File: config.mk
export PLATFORM = sky130hd
export DESIGN_NAME = loop_nest
export DESIGN_NICKNAME = d
export VERILOG_FILES = /design/src/rtl/loop_nest.sv
export SDC_FILE = /design/constraint.sdc
export NUM_CORES = 1
export LEC_CHECK = 0
export ABC_AREA = 1
export BUFFER_PORTS_ARGS = -buffer_cell sky130_fd_sc_hd__buf_2
export CAP_MARGIN = 15
export CORE_ASPECT_RATIO = 0.75
export CORE_MARGIN = 1
export CORE_UTILIZATION = 49
export CTS_CLUSTER_SIZE = 25
export DETAILED_ROUTE_END_ITERATION = 7
export PLACE_DENSITY = 0.76
export RECOVER_POWER = 50
export SLEW_MARGIN = 20
export SYNTH_ARGS = -nofsm -noshare
export SYNTH_HDL_FRONTEND = slang
export SYNTH_SLANG_ARGS = --single-unit
File: constraint.sdc
create_clock -name clk -period 1.3 [get_ports clk]
set_input_delay 0 -clock clk [delete_from_list [all_inputs] [get_ports clk]]
set_output_delay 0 -clock clk [all_outputs]
set_load 0.02 [all_outputs]
File: src/rtl/loop_nest.sv
`default_nettype none
// ============================================================================
// Module   : loop_nest
// Purpose  : Parameterised odometer-style nested loop counter (level 0 innermost).
//            Optional macro LOOP_NEST_AUTO_RESTART_EN lets a start request on the
//            final iteration relaunch without passing through IDLE.
// Revision : 1.0 - initial release
// ============================================================================
module loop_nest #(
    parameter int DATA_W = 8,
    parameter int LEVELS = 3
) (
    input  logic                     clk,
    input  logic                     rst,
    input  logic [LEVELS*DATA_W-1:0] lim,
    input  logic                     start,
    input  logic                     trig,
    output logic                     busy,
    output logic [LEVELS*DATA_W-1:0] cnt,
    output logic [LEVELS-1:0]        wrap,
    output logic                     last,
    output logic                     done
);

    localparam logic [0:0]        c_idle = 1'b0;
    localparam logic [0:0]        c_run  = 1'b1;
    localparam logic [DATA_W-1:0] c_one  = DATA_W'(1);

    logic [0:0]               r_state;
    logic [0:0]               w_state_nx;
    logic [LEVELS*DATA_W-1:0] r_lim;
    logic [LEVELS*DATA_W-1:0] w_lim_nx;
    logic [LEVELS*DATA_W-1:0] r_cnt;
    logic [LEVELS*DATA_W-1:0] w_cnt_nx;
    logic [LEVELS*DATA_W-1:0] w_cnt_step;
    logic                     r_done;
    logic                     w_done_nx;
    logic                     w_run;
    logic [LEVELS-1:0]        w_eq;
    logic [LEVELS-1:0]        w_adv;

    assign w_run = (r_state == c_run);

    // Each level advances only when every inner level is at its limit.
    for (genvar gi = 0; gi < LEVELS; gi++) begin : g_lvl
        assign w_eq[gi] = (r_cnt[gi*DATA_W +: DATA_W] == r_lim[gi*DATA_W +: DATA_W]);
        if (gi == 0) begin : g_inner
            assign wrap[gi]  = w_run & w_eq[gi];
            assign w_adv[gi] = 1'b1;
        end else begin : g_outer
            assign wrap[gi]  = wrap[gi-1] & w_eq[gi];
            assign w_adv[gi] = wrap[gi-1];
        end
        assign w_cnt_step[gi*DATA_W +: DATA_W] =
            !w_adv[gi] ? r_cnt[gi*DATA_W +: DATA_W] :
            w_eq[gi]   ? '0 :
                         r_cnt[gi*DATA_W +: DATA_W] + c_one;
    end

    assign last = wrap[LEVELS-1];
    assign busy = w_run;
    assign cnt  = r_cnt;
    assign done = r_done;

    always_comb begin
        w_state_nx = r_state;
        w_lim_nx   = r_lim;
        w_cnt_nx   = r_cnt;
        w_done_nx  = 1'b0;
        if (r_state == c_idle) begin
            if (start) begin
                w_lim_nx   = lim;
                w_cnt_nx   = '0;
                w_state_nx = c_run;
            end
        end else if (trig) begin
            w_cnt_nx = w_cnt_step;
            if (last) begin
                w_cnt_nx   = '0;
                w_done_nx  = 1'b1;
                w_state_nx = c_idle;
`ifdef LOOP_NEST_AUTO_RESTART_EN
                if (start) begin
                    w_lim_nx   = lim;
                    w_state_nx = c_run;
                end
`endif
            end
        end
    end

    always_ff @(posedge clk) begin
        if (rst) begin
            r_state <= c_idle;
            r_lim   <= '0;
            r_cnt   <= '0;
            r_done  <= 1'b0;
        end else begin
            r_state <= w_state_nx;
            r_lim   <= w_lim_nx;
            r_cnt   <= w_cnt_nx;
            r_done  <= w_done_nx;
        end
    end

endmodule
`default_nettype wire

==> qor.yml, run 1 <==
drive_gt1_share_pct: 43.6
cts_inserted_buffers: 5
syn_nets: 417
layout_commonest_cell: "nand2_1"
power_leakage_nw: 1.98
ioPinCount: 58
grt_pass1_wl_um: 14500
hold_depth: 3
fin_setup_tns_ns: -10.65
routabilityCongestion: 0.863
worstSetupStartpoint: "r_lim[7]$_SDFFE_PP0P_"
instances_no_fill: 611
place_area_um2: 3530
cts_tree: "done"
path_clk_slew_ns: 0.09
synthToLayoutAreaGrowth_pct: 66.9
synthesis.area_um2: 2600
synth_edf_count: 0
maxCapViolCount: 0
synth-xor-area-share_pct: 7.41
critPathArrivalTime_ns: 1.83
dr_total_vias: 3414
path_buf_inv: 4
drt_iter0_drc: 267
ys.flop_type: "dfxtp_1"
final_cell_mix: "nand2_1 (88), buf_4 (69), nor2_1 (50), buf_2 (47), inv_1 (32)"
max_freq_mhz: 547
clk-insertion-delay-late_ns: 0.31
synth-seq-cells: 50
power.total_mw: 3.87
pwr-share-seq_pct: 42.5
wl_per_cell_um: 17.1
crit_cells: 10
synthAdderAreaFrac_pct: 1.44
slew-limit-headroom_pct: 55.5
power_switching_mw: 1.21
die_h_um: 65.1
pwr-share-clk_pct: 29.3
vias_per_cell: 5.59
overflow: 0
fp.dieW_um: 86.1
port_buffers: 57
worst_r2r_endpoint: "cnt[20]$_SDFFE_PP0P_"
finalInstanceArea_um2: 4340
clk_path_buf_depth: 2
nets: 569
cp_max_fo: 3
worst_pin_slew_ns: 0.667
holdWs_ns: -0.00329
hpwl_um: 5180
grt_pass1_vias: 3120
min_period_ns: 1.83
min_period_over_period_pct: 141
clockRootBuffer: "clkbuf_8"
synth.distinct_cells: 27
p_int_mw: 2.66
ys_seq_area_share_pct: 38.5
die-area_um2: 5600
power_frac_comb_pct: 28.2
finalCoreUtilization_pct: 86.6
postRouteAntennaNets: 0
critPathKind: "reg -> out"
synthMuxAreaShare_pct: 0
dp_slack_ns: -0.219
synth_warnings: 0
clock_sinks: 50
p_sw_share_pct: 31.3
slew_violations: 0
finalHoldViolations: 1
powerDensity_nw_per_um2: 893
setup.worst_path.end: "wrap[2]"
grt_max_degree: 21
routed_wl_um: 10400
cp-end-kind: "output port"
layout_setup_ws_ns: -0.529
rsz0062_at_grt: "true"
diodes: 0
violations: "negative hold slack, negative setup slack"
rows: 22
cp_common_cell: "nand2_1"
dr.pass1.iters: 5
syn_inst: 386
crit_slowest_cell: "dfxtp_1"
synth_top_family_by_area: "simple AND/OR/NAND/NOR gates"
r2r_start: "r_lim[7]$_SDFFE_PP0P_"
dp.cells: 565
syn_avg_cell_area_um2: 6.74
hold_path_class: "in -> reg"
drc: 0
async_flop_share_pct: 0
vdd_ir_drop_max_mv: 0.670
track_usage_pct: 33.9
start_util_pct: 51.9
crit_family: "simple AND/OR/NAND/NOR gates"
clock_skew_ns: 0.00771
grt_antenna_before_repair: 0
synth-compound-area-share_pct: 12.2
status: "complete, but fails checks"
finalSetupViolations: 30
reg2reg_slack_ns: -0.44
ctsHtreeMaxLevel: 2
worst_setup_path_start_kind: "flop"
coreArea_um2: 5010
worstPathCellList: "inv_1 > nand2_1 > nand2_1 > nand2_1 > nor2_2 > nand2_2 > buf_12 > buf_12 > nor4_4 > buf_4"
r2r_cells: 11
slowest_delay_ns: 0.33
synthSimpleGateAreaFrac_pct: 31.7
required_ns: 1.30
## worst min-delay path by stage
stage,start,to,slack [ns]
after CTS,lim[5],r_lim[5]$_SDFFE_PP0P_,0.007
after detailed placement,lim[18],r_lim[18]$_SDFFE_PP0P_,0.26
after global routing,lim[5],r_lim[5]$_SDFFE_PP0P_,0.03
after global placement,lim[18],r_lim[18]$_SDFFE_PP0P_,0.25
final,lim[5],r_lim[5]$_SDFFE_PP0P_,-0.003
after floorplan,trig,cnt[0]$_SDFFE_PP0P_,0.15
## timing repair
action,4_1_cts,5_1_grt
buffers inserted,6,7
gates resized for setup,54,31
gates cloned,1,0
hold endpoints to repair,23,1
setup endpoints to repair,29,45
pin swaps,15,17
hold buffers,23,1
## sequential cells by signal (all words and copies together) (netlist names)
signal and flops:
r_lim 24, done 1, busy 1, cnt 24
## area by class of cell
type | instances | area (um^2)
Tap cell | 72 | 90.1
Multi-Input combinational cell | 282 | 1710
Timing Repair Buffer | 159 | 1180
Sequential cell | 50 | 1090
Fill cell | 255 | 669
Clock inverter | 3 | 45.0
Clock buffer | 5 | 68.8
Inverter | 40 | 158
## cells in the mapped netlist (all sizes together), types with 3 or more instances
master  count  share of area, %
a21oi      29               5.7
buf         5               1.4
clkbuf      9               1.3
dfxtp      50                38
ha          3               1.4
inv        40               6.0
nand2     104                16
nand3      18               3.5
nand4       5               1.2
nor2       60               8.9
nor3        3              0.58
nor3b       3              0.87
o21ai      30               6.2
xnor2      13               4.4
xor2        9               3.0
## metal layers
layer	vias up	global-route usage, %	wire length (um)
met5	-	0	0
met4	0	13.5	652
met3	74	7.52	842
met2	251	60.7	4980
met1	1568	39.3	3960
li1	1521	-	-
## worst register-to-register path, stage by stage (launching register included)
cell and delay, ns:
dfxtp_1 0.33, inv_1 0.09, nand2_1 0.08, nand2_1 0.08, nand2_1 0.08, nor2_2 0.15
nand2_2 0.09, buf_4 0.18, a21oi_4 0.18, buf_6 0.15, nand3_1 0.11, a21oi_2 0.15
## cells by family after synthesis
kind of cell,Yosys count
flops,50
simple gates,197
compound gates,60
buf+inv,54
xor+xnor,22
fa+ha+maj,3
## power by group through the flow
stage	clock network (mW)	registers (mW)	logic, mW
finish	1.13	1.65	1.09
global route	1.21	1.65	1.15
CTS	1.13	1.64	0.941
detailed placement	0	1.66	0.732
global placement	0	1.66	0.712
floorplan	0	1.67	0.395
(Power assumes the default switching activity.)
==> run 2: changes to the inputs <==
--- a/config.mk
+++ b/config.mk
@@ -10,10 +10,10 @@
 export CAP_MARGIN = 15
 export CORE_ASPECT_RATIO = 0.75
 export CORE_MARGIN = 1
-export CORE_UTILIZATION = 49
+export CORE_UTILIZATION = 45
 export CTS_CLUSTER_SIZE = 25
 export DETAILED_ROUTE_END_ITERATION = 7
-export PLACE_DENSITY = 0.76
+export PLACE_DENSITY = 0.71
 export RECOVER_POWER = 50
 export SLEW_MARGIN = 20
 export SYNTH_ARGS = -nofsm -noshare
==> run 2 against run 1 <==
  * The run still ends with negative hold slack, negative setup slack left
  * Critical path depth down 2
  * Cell count up 0.16%
  * First-iteration DRC count shrank 15%
  * Critical endpoint is now wrap[1]
  * Final area is 0.26% lower
  * Wire length down 8.1%
  * Global-route usage shrank 6.9 points
  * Utilization shrank 7.0 points
  * Sequential cell count unchanged
  * Via count is 6.8% lower
  * Non-clock buffer count shrank 2
  * Die area up 8.6%
  * Power down 2.5%
==> qor.yml, run 2 (synthesis results as in run 1) <==
multiInputGateArea_um2: 1730  # was 1710 um^2
worst_setup_path_start_kind: "flop"  # unchanged
path_clk_slew_ns: 0.10  # was 0.09 ns
status: "complete, but fails checks"  # unchanged
cp-end-kind: "output port"  # unchanged
slew-limit-headroom_pct: 65.0  # was 55.5%
crit_family: "simple AND/OR/NAND/NOR gates"  # unchanged
grt_antenna_before_repair: 0  # unchanged
max_freq_mhz: 576  # was 547 MHz
port_buffers: 57  # unchanged
final_cell_mix: "nand2_1 (83), buf_4 (65), nor2_1 (49), buf_2 (31), o21ai_0 (27)"  # was nand2_1 (88), buf_4 (69), nor2_1 (50), buf_2 (47), inv_1 (32)
cts_tree: "done"  # unchanged
clk_path_buf_depth: 2  # unchanged
vias_per_cell: 5.20  # was 5.59
fin_setup_tns_ns: -8.09  # was -10.65 ns
start_util_pct: 47.8  # was 51.9%
rows: 23  # was 22
crit_slowest_cell: "dfxtp_4"  # was dfxtp_1
drive_gt1_share_pct: 43.4  # was 43.6%
crit_cells: 8  # was 10
track_usage_pct: 27.0  # was 33.9%
grt_use_met2_pct: 49.6  # was 60.7%
ff_latch_area_um2: 1100  # was 1090 um^2
die-area_um2: 6090  # was 5600 um^2
clock_skew_ns: 0.0124  # was 0.00771 ns
met1_usage_pct: 32.6  # was 39.3%
holdWs_ns: -0.0227  # was -0.00329 ns
clk-insertion-delay-late_ns: 0.32  # was 0.31 ns
layout_commonest_cell: "nand2_1"  # unchanged
grt_pass1_wl_um: 12900  # was 14500 um
path_buf_inv: 3  # was 4
drc: 0  # unchanged
powerDensity_nw_per_um2: 873  # was 893 nW/um^2
postRouteAntennaNets: 0  # unchanged
ctsHtreeMaxLevel: 2  # unchanged
wl_per_cell_um: 15.7  # was 17.1 um
ioPinCount: 58  # unchanged
required_ns: 1.30  # about the same
routed_wl_um: 9590  # was 10400 um
dr.pass1.iters: 5  # unchanged
top_usage_layer: "met2"  # unchanged
hpwl_um: 4980  # was 5180 um
synthToLayoutAreaGrowth_pct: 66.5  # was 66.9%
hold_depth: 3  # unchanged
diodes: 0  # unchanged
cp_max_fo: 3  # unchanged
drt_iter0_drc: 227  # was 267
layout_setup_ws_ns: -0.435  # was -0.529 ns
routabilityCongestion: 0.840  # was 0.863
coreArea_um2: 5440  # was 5010 um^2
finalCoreUtilization_pct: 79.6  # was 86.6%
die_h_um: 67.8  # was 65.1 um
critPathArrivalTime_ns: 1.73  # was 1.83 ns
use_met3_pct: 3.67  # was 7.52%
fp.dieW_um: 89.8  # was 86.1 um
cp_common_cell: "buf_6"  # was nand2_1
power.total_mw: 3.78  # was 3.87 mW
nFillCells: 341  # was 255
finalHoldViolations: 1  # unchanged
grt_max_degree: 37  # was 21
nets: 567  # was 569
reg2reg_slack_ns: -0.38  # was -0.44 ns
worst_pin_slew_ns: 0.525  # was 0.667 ns
critPathKind: "reg -> out"  # unchanged
rsz0062_at_grt: "true"  # unchanged
grt_pass1_vias: 2837  # was 3120
slowest_delay_ns: 0.38  # was 0.33 ns
slew_violations: 0  # unchanged
min_period_ns: 1.73  # was 1.83 ns
vdd_ir_drop_max_mv: 0.453  # was 0.670 mV
maxCapViolCount: 0  # unchanged
clock_sinks: 50  # unchanged
power_leakage_nw: 1.90  # was 1.98 nW
r2r_cells: 9  # was 11
min_period_over_period_pct: 133  # was 141%
violations: "negative hold slack, negative setup slack"  # unchanged
clockRootBuffer: "clkbuf_8"  # unchanged
cts_inserted_buffers: 5  # unchanged
hold_path_class: "in -> reg"  # unchanged
dr_total_vias: 3181  # was 3414
finalSetupViolations: 30  # unchanged
worstPathCellList: "xnor2_2 > nand2_1 > nor2_2 > nand2_2 > buf_6 > nor3_4 > buf_4 > buf_6"  # was inv_1 > nand2_1 > nand2_1 > nand2_1 > nor2_2 > nand2_2 > buf_12 > buf_12 > nor4_4 > buf_4
overflow: 0  # unchanged
-- run 2: worst reg2reg max path, delay by kind of cell, from the launching register on --
family / cells / cell delay (ns)
simple gates: 4 / 0.40
compound gates: 2 / 0.34
xor+xnor: 1 / 0.15
buf+inv: 2 / 0.32
flops: 1 / 0.38
-- run 2: worst paths after layout --
kind,endpoint,from
setup reg to reg,cnt[12]$_SDFFE_PP0P_,r_lim[6]$_SDFFE_PP0P_
hold reg to reg,r_lim[21]$_SDFFE_PP0P_,r_lim[21]$_SDFFE_PP0P_
setup / recovery,wrap[1],r_lim[6]$_SDFFE_PP0P_
hold / removal,r_lim[10]$_SDFFE_PP0P_,lim[10]
-- run 2: cell type report --
cell class | instances | share of cell area (%)
inverter | 40 | 3.73
timing repair buffer | 157 | 26.3
clock inverter | 1 | 0.145
clock buffer | 7 | 2.25
sequential | 50 | 25.4
tap | 75 | 2.17
multi-input combinational | 282 | 40.0
-- run 2: metrics by stage --
| stage | area, um^2 | cells | setup slack [ns] |
|---|---|---|---|
| finish | 4330 | 612 | -0.435 |
| global route | 4330 | 612 | -0.468 |
| CTS | 4060 | 603 | -0.358 |
| detailed placement | 3480 | 564 | -0.178 |
| global placement | 3480 | 564 | -0.156 |
| floorplan | 2730 | 386 | -0.152 |
-- run 2: layer usage --
metal,wire length (um),up-vias,share of wire (%)
li1,-,1523,-
met1,3920,1461,41
met2,4710,159,49
met3,613,38,6.4
met4,349,0,3.6
met5,0,-,0
-- run 2: power by group --
group	switching (mW)	internal, mW
clock	0.547	0.499
combinational	0.577	0.501
sequential	0.0728	1.58
total	1.20	2.58
-- run 2: timing repair --
item / CTS / global route
setup buffers: 7 / 9
pin swaps: 16 / 18
endpoints found under the hold margin: 23 / 1
gates resized for setup: 51 / 64
endpoints found under the setup margin: 41 / 43
hold buffers: 23 / 1
gates cloned: 1 / 1
